--- src/rtl/pulse_peak_pick.sv ---
// pulse_peak_pick: threshold/hysteresis pulse detector with peak capture,
// pileup rejection, dead time and post-reset arming window.
module pulse_peak_pick #(
  parameter int W         = 16,
  parameter int THR       = 200,
  parameter int HYST      = 20,
  parameter int MAX_WIDTH = 1023,
  parameter int HOLDOFF   = 64,
  parameter int ARM_DELAY = 406
) (
  input  logic                clk,
  input  logic                rst,
  input  logic signed [W-1:0] inp,
  output logic signed [W-1:0] peak,
  output logic [11:0]         peak_time,
  output logic                peak_valid,
  output logic                pileup,
  output logic                busy,
  output logic [1:0]          state,
  output logic [15:0]         evt_count,
  output logic [15:0]         pu_count
);

  typedef enum logic [1:0] {
    ARM   = 2'd0,
    IDLE  = 2'd1,
    PULSE = 2'd2,
    HOLD  = 2'd3
  } st_t;

  localparam int W1 = W + 1;
  localparam logic signed [W:0] THR_X = W1'(THR);
  localparam logic signed [W:0] END_X = W1'(THR - HYST);
  localparam logic signed [W:0] HYS_X = W1'(HYST);
  localparam logic [15:0] ARM_LAST = 16'(ARM_DELAY - 1);
  localparam logic [15:0] HLD_LAST = 16'(HOLDOFF - 1);
  localparam logic [11:0] WID_MAX  = 12'(MAX_WIDTH);

  st_t                cur, nxt;
  logic [15:0]        cnt, cnt_n;
  logic signed [W-1:0] mx, mx_n;
  logic signed [W-1:0] vl, vl_n;
  logic [11:0]        tpk, tpk_n;
  logic [11:0]        width, width_n;
  logic               fall, fall_n;
  logic               pu, pu_n;
  logic signed [W-1:0] peak_n;
  logic [11:0]        pt_n;
  logic               pv_n, pls_n;
  logic [15:0]        ec_n, pc_n;

  // Margins are formed one bit wider so they cannot wrap
  logic signed [W:0]  x, mxx, mx_lo, vl_hi;
  logic [11:0]        w_inc;

  assign x     = W1'(inp);
  assign mxx   = W1'(mx);
  assign mx_lo = mxx - HYS_X;
  assign vl_hi = W1'(vl) + HYS_X;
  assign w_inc = (width == 12'hFFF) ? width : width + 12'd1;

  assign state = cur;
  assign busy  = (cur != IDLE);

  function automatic logic [15:0] sat_inc(input logic [15:0] v);
    return (v == 16'hFFFF) ? v : v + 16'd1;
  endfunction

  always_comb begin
    nxt     = cur;
    cnt_n   = cnt;
    mx_n    = mx;
    vl_n    = vl;
    tpk_n   = tpk;
    width_n = width;
    fall_n  = fall;
    pu_n    = pu;
    peak_n  = peak;
    pt_n    = peak_time;
    pv_n    = 1'b0;
    pls_n   = 1'b0;
    ec_n    = evt_count;
    pc_n    = pu_count;
    unique case (cur)
      ARM: begin
        if (cnt == ARM_LAST) begin
          nxt   = IDLE;
          cnt_n = '0;
        end else begin
          cnt_n = cnt + 16'd1;
        end
      end
      IDLE: begin
        if (x > THR_X) begin
          nxt     = PULSE;
          mx_n    = inp;
          vl_n    = inp;
          tpk_n   = '0;
          width_n = 12'd1;
          fall_n  = 1'b0;
          pu_n    = 1'b0;
        end
      end
      PULSE: begin
        width_n = w_inc;
        if (x > mxx) begin
          mx_n  = inp;
          tpk_n = width;
        end
        // Valley restarts at the sample that first confirms the fall
        if (fall) begin
          if (x >= vl_hi) pu_n = 1'b1;
          if (x < W1'(vl)) vl_n = inp;
        end else if (x <= mx_lo) begin
          fall_n = 1'b1;
          vl_n   = inp;
        end
        if (x < END_X) begin
          nxt   = HOLD;
          cnt_n = '0;
          if (pu_n) begin
            pls_n = 1'b1;
            pc_n  = sat_inc(pu_count);
          end else begin
            pv_n   = 1'b1;
            peak_n = mx_n;
            pt_n   = tpk_n;
            ec_n   = sat_inc(evt_count);
          end
        end else if (w_inc >= WID_MAX) begin
          nxt   = HOLD;
          cnt_n = '0;
          pls_n = 1'b1;
          pc_n  = sat_inc(pu_count);
        end
      end
      HOLD: begin
        if (cnt == HLD_LAST) begin
          nxt   = IDLE;
          cnt_n = '0;
        end else begin
          cnt_n = cnt + 16'd1;
        end
      end
    endcase
  end

  always_ff @(posedge clk) begin
    if (!rst) begin
      cur        <= ARM;
      cnt        <= '0;
      mx         <= '0;
      vl         <= '0;
      tpk        <= '0;
      width      <= '0;
      fall       <= 1'b0;
      pu         <= 1'b0;
      peak       <= '0;
      peak_time  <= '0;
      peak_valid <= 1'b0;
      pileup     <= 1'b0;
      evt_count  <= '0;
      pu_count   <= '0;
    end else begin
      cur        <= nxt;
      cnt        <= cnt_n;
      mx         <= mx_n;
      vl         <= vl_n;
      tpk        <= tpk_n;
      width      <= width_n;
      fall       <= fall_n;
      pu         <= pu_n;
      peak       <= peak_n;
      peak_time  <= pt_n;
      peak_valid <= pv_n;
      pileup     <= pls_n;
      evt_count  <= ec_n;
      pu_count   <= pc_n;
    end
  end

endmodule

--- config.mk ---
export PLATFORM = sky130hd
export DESIGN_NAME = pulse_peak_pick
export DESIGN_NICKNAME = d
export VERILOG_FILES = /design/src/rtl/pulse_peak_pick.sv
export SDC_FILE = /design/constraint.sdc
export NUM_CORES = 1
export LEC_CHECK = 0
export CORE_MARGIN = 2
export CORE_UTILIZATION = 50
export DETAILED_ROUTE_END_ITERATION = 10
export GPL_ROUTABILITY_DRIVEN = 0
export PLACE_DENSITY_LB_ADDON = 0.3
export SLEW_MARGIN = 0
export SYNTH_ARGS = -nofsm -noshare
export SYNTH_HDL_FRONTEND = slang
export SYNTH_SLANG_ARGS = --single-unit
--- constraint.sdc ---
create_clock -name clk -period 5.2 [get_ports clk]
set_clock_uncertainty 0.2 [all_clocks]
set_input_delay 1.56 -clock clk [delete_from_list [all_inputs] [get_ports clk]]
set_output_delay 1.56 -clock clk [all_outputs]
set_load 0.02 [all_outputs]
; Yosys cells after proc, flatten, opt, wreduce, memory -nomap -nowiden
; Index checks and enable logic that the tools add are counted.
[word_totals]
reg_bits = 138
elab_cells = 98
in_bits = 18
[op_classes]
magnitude_cmp = 7
n_eq_ne = 16
bitwise_logic = 2
n_addsub = 6
muxes = 40
n_reduce_logical = 13
[ops]
columns = cell, count
row1 = $mux 16, 13
row2 = $pmux 16 s2, 2
row3 = $add 16x1->16 const B, 3
row4 = $mux 12, 4
row5 = $pmux 12 s2, 2
row6 = $pmux 16 s3, 1
row7 = $eq 16x16->1 const B, 2
row8 = $add 16x6->17 const B, 1
row9 = $ge 16x17->1, 1
row10 = $le 16x17->1, 1
row11 = $sub 16x6->17 const B, 1
row12 = $eq 16x6->1 const B, 1
row13 = $eq 16x9->1 const B, 1
row14 = $gt 16x16->1, 1
row15 = $gt 16x9->1 const B, 1
row16 = $lt 16x16->1, 1
row17 = $lt 16x9->1 const B, 1
row18 = $add 12x1->12 const B, 1
row19 = $eq 12x12->1 const B, 1
row20 = $ge 12x10->1 const B, 1
row21 = $reduce_and 4->1, 3
row22 = $mux 1, 10
row23 = $mux 2, 5
row24 = $ne 3x3->1 const B, 3
row25 = other kinds (12), 23

; Logic depth before layout (Yosys ltp)
[logic_depth]
depth_word = 7
mapped_depth = 17
mapped_depth_nobuf = 16

; Worst setup path after synthesis
; OpenSTA, ideal clock, no wires.
[synth_path]
path_type = input port to flip-flop
from = input port inp[0]
to = register peak[5]
path_stages = 11
arrival_time_ns = 3.812
path_buffers = 2
setup_time_ns = 0.074
path_slack_ns = 1.114
path_cell_list = inv_1 -> ha_1 -> nand2b_1 -> a21oi_1 -> o21bai_1 -> a2111oi_0 -> o2111a_1 -> clkbuf_1 -> buf_1 -> o21ai_0 -> a31oi_1
[synth_between]
elab_chain_cells = 6
elab_cells_between_ends = 9
[synth_lines]
columns = element, line
row1 = start: declaration, 13  ; input logic signed [W-1:0] inp,
row2 = $ge 16x17->1, 112  ; if (x >= vl_hi) pu_n = 1'b1;
row3 = $mux 1, 112
row4 = $mux 1, 111  ; if (fall) begin
row5 = $mux 1, 84  ; unique case (cur)
row6 = $not 1->1 (no source line), -
row7 = $reduce_and 3->1 (no source line), -
row8 = end signal: assignment, 173  ; peak <= peak_n;
row9 = end: declaration, 14  ; output logic signed [W-1:0] peak,
; Several ways; a longest one is shown, not always the timed one. The select of a mux whose other input is x is not followed.
; A chain may end at the register's enable or synchronous reset.

; Worst setup path in the final report
[layout_path]
from = input port inp[0]
to = register evt_count[6]
[layout_between]
elab_chain_cells = 6
elab_cells_between_ends = 7
[layout_lines]
columns = element, line
row1 = $ge 16x17->1, 112
row2 = $mux 1, 112
row3 = $mux 1, 111
row4 = $mux 1, 84
row5 = $not 1->1 (no source line), -
row6 = $reduce_and 4->1 (no source line) (*), -
row7 = end signal: assignment, 177  ; evt_count <= ec_n;
row8 = end: declaration, 20  ; output logic [15:0] evt_count,
; Every way passes the cells marked *; elsewhere a longest branch is shown, timed or not. The select of a mux whose other input is x is not followed.

==> impl_metrics.ini <==
[timing]
slew_violations = 0
slew_headroom_pct = 38.9
tns_ns = 0
period_minus_slack_ns = 4.52
setup_slack_ns = 0.676
setup_viol = 0
rsz0062_at_grt = false
min_period_over_period_pct = 87.0
worst_slew_pin_slew_ns = 0.916
finalHoldViolCount = 0
fmax_mhz = 221

[synth]
synth_edf_count = 0
synth_cell_types = 65
yosys_warnings = 0
muxShareOfSynthArea_pct = 3.50
synth_top_family_by_area = simple AND/OR/NAND/NOR gates
yosys.area_share.simple_pct = 25.0
synth.area.top_cells = dfxtp_1 (33%), ha_1 (11%), nand2_1 (6.1%)
syn_inst = 1034
syn_area_per_cell_um2 = 8.06
seq_area_frac_synth_pct = 33.1
synthFlopType = dfxtp_1
synth_top_area_share_pct = 33.1
synth_xor_area_share_pct = 4.62
async_flop_share_pct = 0
ys_top_cells_by_count = dfxtp_1 (138), nand2_1 (135), o21ai_0 (80), ha_1 (73), nand3_1 (60)
synthAdderAreaFrac_pct = 11.0
synth_top_cell_by_area = dfxtp_1
syn-num-nets = 1125
synth_area_mm2 = 0.00833
yosysMostFrequentCell = dfxtp_1
ys_seq_elements = 138
synth_compound_area_share_pct = 17.7

[global_route]
antenna_found_initial = 0
overflow = 0
grt_pass1_vias = 7057
grt_pass1_wl_um = 34500
grt_max_degree = 84
grt_usage_pct = 23.7

[setup_path]
rr_worst_depth = 16
cp.required_ns = 5.32
worstPathArrival_ns = 4.64
crit_fanout = 6
reg2reg_slack_ns = 1.05
worstSetupStartpointType = primary input
startpoint = inp[0]
r2r-end = evt_count[6]$_SDFFE_PN0P_
r2r-start = vl[5]$_SDFFE_PN0P_
end_kind = flip-flop
critPathKind = primary input to flip-flop

[clocking]
cts_htree_levels = 4
clk_pin_slew_ns = 0.06
cts.sinks = 138
post-cts-setup-buffer-count = 0
cts_tree = done
ctsHoldBuffers = 0
cts_resized = 0
clock_latency_ns = 0.43
cts_buffers = 17
cts_root_buffer = clkbuf_16
cts_max_path_buffers = 2

[routing]
drc = 0
dr.pass1.iters = 5
wl_per_cell_um = 15.3
antenna_left = 0
drt-initial-drc-count = 533
via_per_inst = 5.72
detail_route.wirelength_um = 20400
vias = 7614

[min_path]
hold_depth = 2
hp-start = tpk[11]$_SDFFE_PN0P_
holdPathEnd = peak_time[11]$_SDFFE_PN0P_
hp-class = flip-flop to flip-flop

[power_and_ir_drop]
leakagePower_nw = 3.82
peakVddDrop_uv = 233
power_density_mw_per_mm2 = 238

[final_layout]
drive_above_1_share_pct = 6.21
fin_nets = 1190
antennaDiodeCount = 0
syn2layout_area_growth_pct = 20.0
finish.utilization_pct = 60.7

[status]
outcome = complete, no violations

[placement]
dp_slack_ns = 0.267
numPortBuffers = 82
hpwl_um = 14600

[die]
die_y_um = 133
core_mm2 = 0.0165
io_pins = 83
dieArea_mm2 = 0.0177
die_w_um = 133
start_util_pct = 50.6
row_count = 47

[run]
max_cap_violations = 0
==> per-stage QoR <==
stage / power [mW] / hold slack [ns] / instances / cell area [µm²]
2_1_floorplan: 1.17 / 0.244 / 1034 / 8330
3_3_place_gp: 1.23 / 0.253 / 1300 / 9440
3_5_place_dp: 1.24 / 0.261 / 1300 / 9440
4_1_cts: 2.40 / 0.272 / 1331 / 10000
5_1_grt: 2.46 / 0.289 / 1331 / 10000
6_report: 2.38 / 0.272 / 1331 / 10000
==> cells in the final DEF (no fill, tap or decap), types with 9 or more instances in the layout <==
master / n
dfxtp_1: 138
nand2_1: 135
clkdlybuf4s50_1: 81
o21ai_0: 80
ha_1: 73
nand3_1: 60
nor2_1: 59
inv_1: 48
xnor2_1: 40
a21oi_1: 38
a31oi_1: 38
nand2b_1: 33
nand4_1: 30
mux2i_1: 28
buf_4: 20
and2_1: 17
clkbuf_16: 17
nor3_1: 16
and3_1: 15
a32oi_1: 14
nor4_1: 9
==> layer usage <==
layer,part of all wire [%],vias to the layer above,global-route usage [%]
li1,-,3871,-
met1,46,3577,30.7
met2,48,132,39.9
met3,4.1,34,4.45
met4,2.0,0,8.45
met5,0,-,0
==> cell type report <==
type	count	area (µm²)
Clock buffer	24	502
Clock inverter	7	65.1
Fill cell	1474	6460
Inverter	49	184
Multi-Input combinational cell	788	5170
Sequential cell	138	2760
Tap cell	220	275
Timing Repair Buffer	105	1040
==> kinds of logic after synthesis <==
group,after synthesis
and+or+nand+nor,411
AOI/OAI and AO/OA,231
DFF,138
buffers and inverters,108
adders and majority gates,73
xor gates and xnor gates,44
muxes,29
==> where the power goes <==
group,switching [mW],leakage [nW],internal (mW),total (mW)
combinational,0.0958,2.43,0.0584,0.154
sequential,0.00207,1.11,1.06,1.06
clock,0.448,0.278,0.714,1.16
total,0.545,3.82,1.83,2.38
==> flip-flops by register name, indices dropped and copies added (netlist names) <==
signal,cells
vl,16
pileup,1
pu,1
fall,1
peak,16
mx,16
tpk,12
evt_count,16
state,2
width,12
cnt,16
peak_time,12
pu_count,16
peak_valid,1
==> how the worst max path moves through the flow <==
stage,to,cells past startpoint
2_1_floorplan,peak[5]$_SDFFE_PN0P_,11
3_3_place_gp,evt_count[6]$_SDFFE_PN0P_,12
3_5_place_dp,evt_count[6]$_SDFFE_PN0P_,12
4_1_cts,evt_count[6]$_SDFFE_PN0P_,12
5_1_grt,evt_count[6]$_SDFFE_PN0P_,10
6_report,evt_count[6]$_SDFFE_PN0P_,12
==> worst max-delay path, cell delays in order <==
cell and delay [ns]:
clkdlybuf4s50_1 0.53, inv_1 0.09, ha_1 0.28, nand2b_1 0.14
a21oi_1 0.14, o21bai_1 0.09, a2111oi_0 0.61, buf_4 0.24
o2111a_2 0.31, and4b_1 0.36, nand4_1 0.14, mux2i_1 0.14
No activity file was read; power rests on OpenSTA's default activity.
